$ cat src/rtl/glitchless_pkg.sv
// Shared types and helpers for the glitchless read-cycle controller.
// State values are the binary encoding; one-hot builds use the index localparams.
package glitchless_pkg;

  typedef enum logic [1:0] {
    IDLE = 2'd0,
    READ = 2'd1,
    DLY  = 2'd2,
    DONE = 2'd3
  } state_e;

  localparam int OH_IDLE = 0;
  localparam int OH_READ = 1;
  localparam int OH_DLY  = 2;
  localparam int OH_DONE = 3;

  // {rd, ds} for a given state; the caller feeds it the next state so both strobes come straight from flops.
  function automatic logic [1:0] out_decode(state_e s);
    logic [1:0] o;
    o = 2'b00;
    case (s)
      READ, DLY: o = 2'b10;
      DONE:      o = 2'b01;
      default:   o = 2'b00;
    endcase
    return o;
  endfunction

endpackage

$ cat src/rtl/glitchless.sv
// Four-state read-cycle controller with glitch-free registered rd/ds strobes.
// Supports binary (2-bit) or one-hot (4-bit) state encoding with identical timing.
module glitchless
  import glitchless_pkg::*;
#(
  parameter bit ONEHOT = 1'b0
) (
  input  logic clk,
  input  logic reset,
  input  logic go,
  input  logic ws,
  output logic rd,
  output logic ds
);

  localparam int SW = ONEHOT ? 4 : 2;

  logic [SW-1:0] state_q, state_d;
  state_e        cur, nxt;
  logic          legal;
  logic          rd_q, ds_q;

  // Encoding-specific decode of the register and encode of the next state.
  if (ONEHOT) begin : g_onehot
    always_comb begin
      cur   = IDLE;
      legal = 1'b1;
      case (state_q)
        4'(1) << OH_IDLE: cur = IDLE;
        4'(1) << OH_READ: cur = READ;
        4'(1) << OH_DLY:  cur = DLY;
        4'(1) << OH_DONE: cur = DONE;
        default:          legal = 1'b0;
      endcase
    end

    always_comb begin
      state_d = '0;
      case (nxt)
        READ:    state_d[OH_READ] = 1'b1;
        DLY:     state_d[OH_DLY]  = 1'b1;
        DONE:    state_d[OH_DONE] = 1'b1;
        default: state_d[OH_IDLE] = 1'b1;
      endcase
    end
  end else begin : g_binary
    always_comb begin
      cur   = state_e'(state_q);
      legal = 1'b1;
    end

    always_comb begin
      state_d = nxt;
    end
  end

  // Any corrupted code falls back to IDLE on the next edge.
  always_comb begin
    nxt = IDLE;
    if (legal) begin
      case (cur)
        IDLE:    nxt = go ? READ : IDLE;
        READ:    nxt = DLY;
        DLY:     nxt = ws ? READ : DONE;
        DONE:    nxt = IDLE;
        default: nxt = IDLE;
      endcase
    end
  end

  always_ff @(posedge clk) begin
    if (reset) begin
      state_q <= ONEHOT ? SW'(1 << OH_IDLE) : SW'(IDLE);
      rd_q    <= 1'b0;
      ds_q    <= 1'b0;
    end else begin
      state_q      <= state_d;
      {rd_q, ds_q} <= out_decode(nxt);
    end
  end

  assign rd = rd_q;
  assign ds = ds_q;

endmodule

$ cat config.mk
export PLATFORM = sky130hd
export DESIGN_NAME = glitchless
export DESIGN_NICKNAME = d
export VERILOG_FILES = /design/src/rtl/glitchless_pkg.sv /design/src/rtl/glitchless.sv
export SDC_FILE = /design/constraint.sdc
export NUM_CORES = 1
export LEC_CHECK = 0
export CAP_MARGIN = 30
export CORE_AREA = 5 5 42 44
export DETAILED_ROUTE_END_ITERATION = 7
export DIE_AREA = 0 0 47 49
export PLACE_DENSITY = 0.39
export SYNTH_ARGS = -nofsm -noshare
export SYNTH_HDL_FRONTEND = slang
export SYNTH_SLANG_ARGS = --single-unit
$ cat constraint.sdc
create_clock -name clk -period 1.5 [get_ports clk]
set_input_delay 0.3 -clock clk [delete_from_list [all_inputs] [get_ports clk]]
set_output_delay 0.3 -clock clk [all_outputs]
set_load 0.1 [all_outputs]
==> results of run 1 <==
-- cells in the final DEF, fill, tap and decap left out --
cell type and count:
buf_4 1, clkdlybuf4s50_1 3, clkbuf_4 3, a21oi_2 1
or3b_1 1, nand2_1 1, nor2b_1 2, buf_12 2
nand2b_1 1, dfxtp_1 4, ha_1 1, nor2_1 2
nor3_1 1
-- kinds of logic after synthesis --
family                   after synthesis  share of synthesized area
AO/OA/AOI/OAI                          1                     0.0604
AND/OR/NAND/NOR                        8                      0.302
flip-flops                             4                      0.552
adder cells (fa/ha/maj)                1                     0.0862
-- sequential cells by signal, indices dropped and copies added (netlist names) --
signal  flops
cur         2
ds          1
rd          1
-- critical path, stage by stage --
cell             delay (ns)
clkdlybuf4s50_1        0.39
or3b_1                 0.40
nand2_1                0.08
ha_1                   0.21
nor2b_1                0.12
-- layout make-up --
type,instances,area [um2]
Tap cell,16,20.0
Fill cell,173,1140
Multi-Input combinational cell,10,65.1
Sequential cell,4,80.1
Timing Repair Buffer,6,77.6
Clock buffer,3,22.5
-- layer usage --
| metal | routed length (um) | up-vias | global-route usage |
|---|---|---|---|
| met5 | 0 | - | 0 |
| met4 | 0 | 0 | 0.0415 |
| met3 | 47 | 0 | 0.0332 |
| met2 | 104 | 6 | 0.0294 |
| met1 | 141 | 50 | 0.0285 |
| li1 | - | 64 | - |
-- how the worst min path moves through the flow --
stage | start | to
finish | cur[0] | cur[0]
global route | cur[0] | cur[0]
floorplan | reset | cur[1]
CTS | cur[0] | cur[0]
detailed placement | cur[0] | cur[0]
global placement | cur[0] | cur[0]
-- report_power, final --
part | leakage, uW | switching, uW | internal (uW)
Combinational | 0.0000619 | 44.7 | 33.4
Sequential | 0.0000330 | 6.16 | 115
Clock | 0.0000138 | 40.8 | 89.3
Total | 0.000109 | 91.7 | 238
-- per-stage QoR --
step / hold WS [ns] / util / setup TNS, ns
global placement: 0.468 / 0.173 / -0.129
finish: 0.479 / 0.189 / 0
CTS: 0.482 / 0.189 / 0
global route: 0.495 / 0.189 / 0
floorplan: 0.362 / - / 0
detailed placement: 0.477 / 0.173 / -0.132
==> impl_results.md, run 1 <==
- Status: finished, final reports clean
- Reg2Reg Setup Slack: 0.27 ns
- Synth Register Bits: 4
- Synthesized area: 145 um2
- Vias per std cell: 3.08
- Synth Instances: 14
- Area grow syn2layout: 82.8%
- Leak Pwr: 0.000109 uW
- Slew HR: 0.887
- DRT Pass-1 Iters: 4
- Final #Nets: 30
- Placed cells: 36
- Synth area leaders: dfxtp_1, ha_1, nor2b_1, a21oi_2, or3b_1
- Startpoint type of the worst setup path: input pin
- Crit path launch: ws
- Worst Tran Pin Value: 0.169 ns
- RSZ-0062 raised after global routing: no
- Setup Fix Bufs, Post-CTS: 0
- Via count: 120
- Ports: 6
- Resized cells post-CTS: 0
- Pwr Density: 1240 nW/um2
- Die Wd: 47 um
- Register area share after synthesis: 0.552
- Critical path destination: rd
- Number of flops mapped to enable cells by yosys: 0
- Aggregate global routing overflow: 0
- Count leader, synth: dfxtp_1
- Hold Crit Class: flop to flop
- TritonCTS clock tree: done
- Clock skew: 0.00178 ns
- H-tree levels: 1
- Clock slew at reported path FFs: 0.04 ns
- Post-synth top area share: 0.552
- Placed inst area: 243 um2
- Sink Count: 4
- Dpl ws: -0.132 ns
- Required time of the critical path: 1.62 ns
- Reg2reg path depth: 4
- Worst reg2reg path endpoint: rd
- Final Max Tran Viols: 0
- GRT Total Usage: 0.0310
- DR WL/cell: 7.54 um
- Synth Warn #: 0
- Count of final hold-check violations: 0
- Initial antenna violation count: 0
- DRT Wirelength: 294 um
- Syn nets: 19
- DP HPWL: 236 um
- Final Instance Area: 265 um2
- Root buffer cell: clkbuf_4
- First-pass GRT wire length: 420 um
- Final std cells w/o fill: 39
- DIE HEIGHT: 49 um
- Worst Path Arrival: 1.51 ns
- Primary FF master, synth: dfxtp_1
- Number of distinct library cells after synthesis: 9
- Share of cells above drive strength 1: 0.304
- Antenna Nets Post-Route: 0
- Final worst slack: 0.104 ns
- Setup violators final: 0
- CTS Hold Bufs: 0
- Fin crit period: 1.40 ns
- Pwr Total: 330 uW
- Worst VDD drop: 0.233 mV
- Row count: 14
- Crit path max fanout: 2
- Vias in the first global route: 121
- Max clock buf depth: 2
- Cell taking the most area after synthesis: dfxtp_1
- Initial Utilization: 0.104
- Final worst path period share: 0.931
- Largest net degree at the start of global routing: 5
- 1st-iter DRT viols: 4
- Ant. Diodes: 0
- Max-cap check violation count: 0
- Reg2reg start: cur[0]
- CTS buffer count: 3
- Peak Freq: 716 MHz
- Remaining DRCs: 0
- Synth cell count leaders: dfxtp_1, nor2_1, nor2b_1
- Syn Area/Cell: 10.4 um2
- Routability Congestion: 0.569
- Ys async rst share: 0
- Port Buf Inserts: 5
- Kind of critical path: input pin to flop
- Worst skew pair latency: 0.23 ns
- CP endpoint kind: flop
- Core footprint: 1400 um2
- Die area: 2300 um2
- Depth of the worst hold-timing path: 1
(Power assumes the default switching activity.)
==> run 2, diff against run 1 <==
- CORE_AREA: 5 5 42 44 -> 4 4 41 43
- DIE_AREA: 0 0 47 49 -> 0 0 45 47
- clock period: 1.5 -> 1.6 ns (I/O delays scaled with it)
==> run 2 against run 1 <==
Clock power shrank 9%. Combinational power shrank 6.8%. Non-clock buffer count is the same. Critical endpoint unchanged. Power shrank 7.5%. Largest cell class unchanged. Critical path type unchanged. Critical path depth is the same. Setup slack gained 0.090 ns. Sequential power shrank 7%. Hold slack gained 0.012 ns. Design area shrank 0.47%. Largest power group unchanged.
==> impl_results.md, run 2 (synthesis gave the netlist of run 1 again) <==
- Remaining DRCs: 0 (unchanged)
- Top Family by Delay on Critical Path: simple AND/OR/NAND/NOR gates
- Ant. Diodes: 0 (unchanged)
- CP bufs+invs: 1 (unchanged)
- Fin crit period: 1.41 ns
- Final Max Tran Viols: 0 (unchanged)
- Final #Nets: 30 (unchanged)
- CP endpoint kind: flop
- Aggregate global routing overflow: 0 (unchanged)
- Required time of the critical path: 1.71 ns (+0.09 ns)
- Setup violators final: 0 (unchanged)
- DRT Wirelength: 293 um (-0.34%)
- Worst Path Arrival: 1.52 ns (about the same)
- Slowest CP cell: or3b_1
- Sink Count: 4 (unchanged)
- Largest stage delay, worst path: 0.40 ns (about the same)
- Vias per std cell: 3.21 (+4.3%)
- Setup Fix Bufs, Post-CTS: 0 (unchanged)
- Leak Pwr: 0.000109 uW (unchanged)
- CTS Hold Bufs: 0 (unchanged)
- First-pass GRT wire length: 469 um (+12%)
- Most common cell after layout, fill and taps aside: dfxtp_1
- Cell Chain, Critical Path: clkdlybuf4s50_1 -> or3b_1 -> nand2_1 -> ha_1 -> nor2b_1
- Startpoint type of the worst setup path: input pin
- DIE HEIGHT: 47 um (-4.1%)
- Via count: 122 (+1.7%)
- Die Wd: 45 um (-4.3%)
- Dpl ws: -0.0390 ns (+0.0931 ns)
- Worst VDD drop: 0.470 mV (+100%)
- Initial Utilization: 0.112 (+0.00797)
- Crit path max fanout: 2 (unchanged)
- Root buffer cell: clkbuf_4
- Clock skew: 0.000736 ns (-0.00105 ns)
- 1st-iter DRT viols: 0 (-4)
- Placed cells: 35 (-2.8%)
- Final std cells w/o fill: 38 (-2.6%)
- DR WL/cell: 7.71 um (+2.3%)
- Slew HR: 0.887 (about the same)
- Status: finished, final reports clean
- TritonCTS clock tree: done
- H-tree levels: 1 (unchanged)
- Final Instance Area: 264 um2 (-0.47%)
- Largest net degree at the start of global routing: 5 (unchanged)
- Core footprint: 1300 um2 (-7.1%)
- Peak Freq: 711 MHz
- Row count: 13 (-1)
- Count of final hold-check violations: 0 (unchanged)
- Vias in the first global route: 141 (+17%)
- Kind of critical path: input pin to flop
- DRT Pass-1 Iters: 1 (-3)
- Ports: 6 (unchanged)
- Routability Congestion: 0.594 (+4.3%)
- CTS buffer count: 3 (unchanged)
- Antenna Nets Post-Route: 0 (unchanged)
- Die area: 2120 um2 (-8.2%)
- Hold_ws: 0.491 ns (+0.0115 ns)
- Max FFs per register: 2 (unchanged)
- Initial antenna violation count: 0 (unchanged)
- Worst skew pair latency: 0.23 ns (about the same)
- GRT Total Usage: 0.0379 (+0.00695)
- Port Buf Inserts: 5 (unchanged)
- Share of cells above drive strength 1: 0.304 (unchanged)
- Pwr Density: 1160 nW/um2 (-7.0%)
- Most frequent cells in the layout: dfxtp_1, clkbuf_4, clkdlybuf4s50_1
- Worst Tran Pin Value: 0.169 ns (-0.000436 ns)
- Placed inst area: 241 um2 (-0.52%)
- Resized cells post-CTS: 0 (unchanged)
- Max clock buf depth: 2 (unchanged)
- Max-cap check violation count: 0 (unchanged)
- Final worst slack: 0.194 ns (+0.0897 ns)
- RSZ-0062 raised after global routing: no
- Hold Crit Class: flop to flop
- Clock slew at reported path FFs: 0.03 ns (about the same)
- Area grow syn2layout: 81.9%
- Final worst path period share: 0.879
[run 2: cell counts in the layout (fill, tap and decap cells not counted)]
No cell type changed its count.
[run 2: where the power goes]
part	internal (uW)	switching [uW]
logic	31.2	41.6
registers	108	6.02
clock network	83.5	34.6
[run 2: area by class of cell]
type                    instances  area (um2)
well taps                      15        18.8
repair buffers                  6        77.6
flip-flops and latches          4        80.1
multi-input cells              10        65.1
clock buffers                   3        22.5
fillers                       154        1040
[run 2: worst paths after layout]
kind | slack, ns | start | end | cells after the start
setup / recovery | 0.19 | ws | rd | 5
hold / removal | 0.49 | cur[0] | cur[0] | 1
setup reg to reg | 0.37 | cur[0] | rd | 4
hold reg to reg | 0.49 | cur[0] | cur[0] | 1
[run 2: metrics by stage]
| step | setup TNS, ns | total power [uW] | util |
|---|---|---|---|
| global placement | -0.0201 | 187 | 0.186 |
| CTS | 0 | 314 | 0.203 |
| finish | 0 | 305 | 0.203 |
| global route | 0 | 328 | 0.203 |
| detailed placement | -0.0390 | 189 | 0.186 |
| floorplan | 0 | 157 | - |
[run 2: layer usage]
layer,vias to the layer above,global-route usage,part of all wire
li1,65,-,-
met1,51,0.0182,0.40
met2,6,0.0565,0.42
met3,0,0.0651,0.18
met4,0,0.0175,0
met5,-,0,0
==> run 3, diff against run 2 <==
- CTS_CLUSTER_DIAMETER: default -> 80
==> results of run 3 <==
The final DEF is identical to that of run 2; final timing and power are the same.
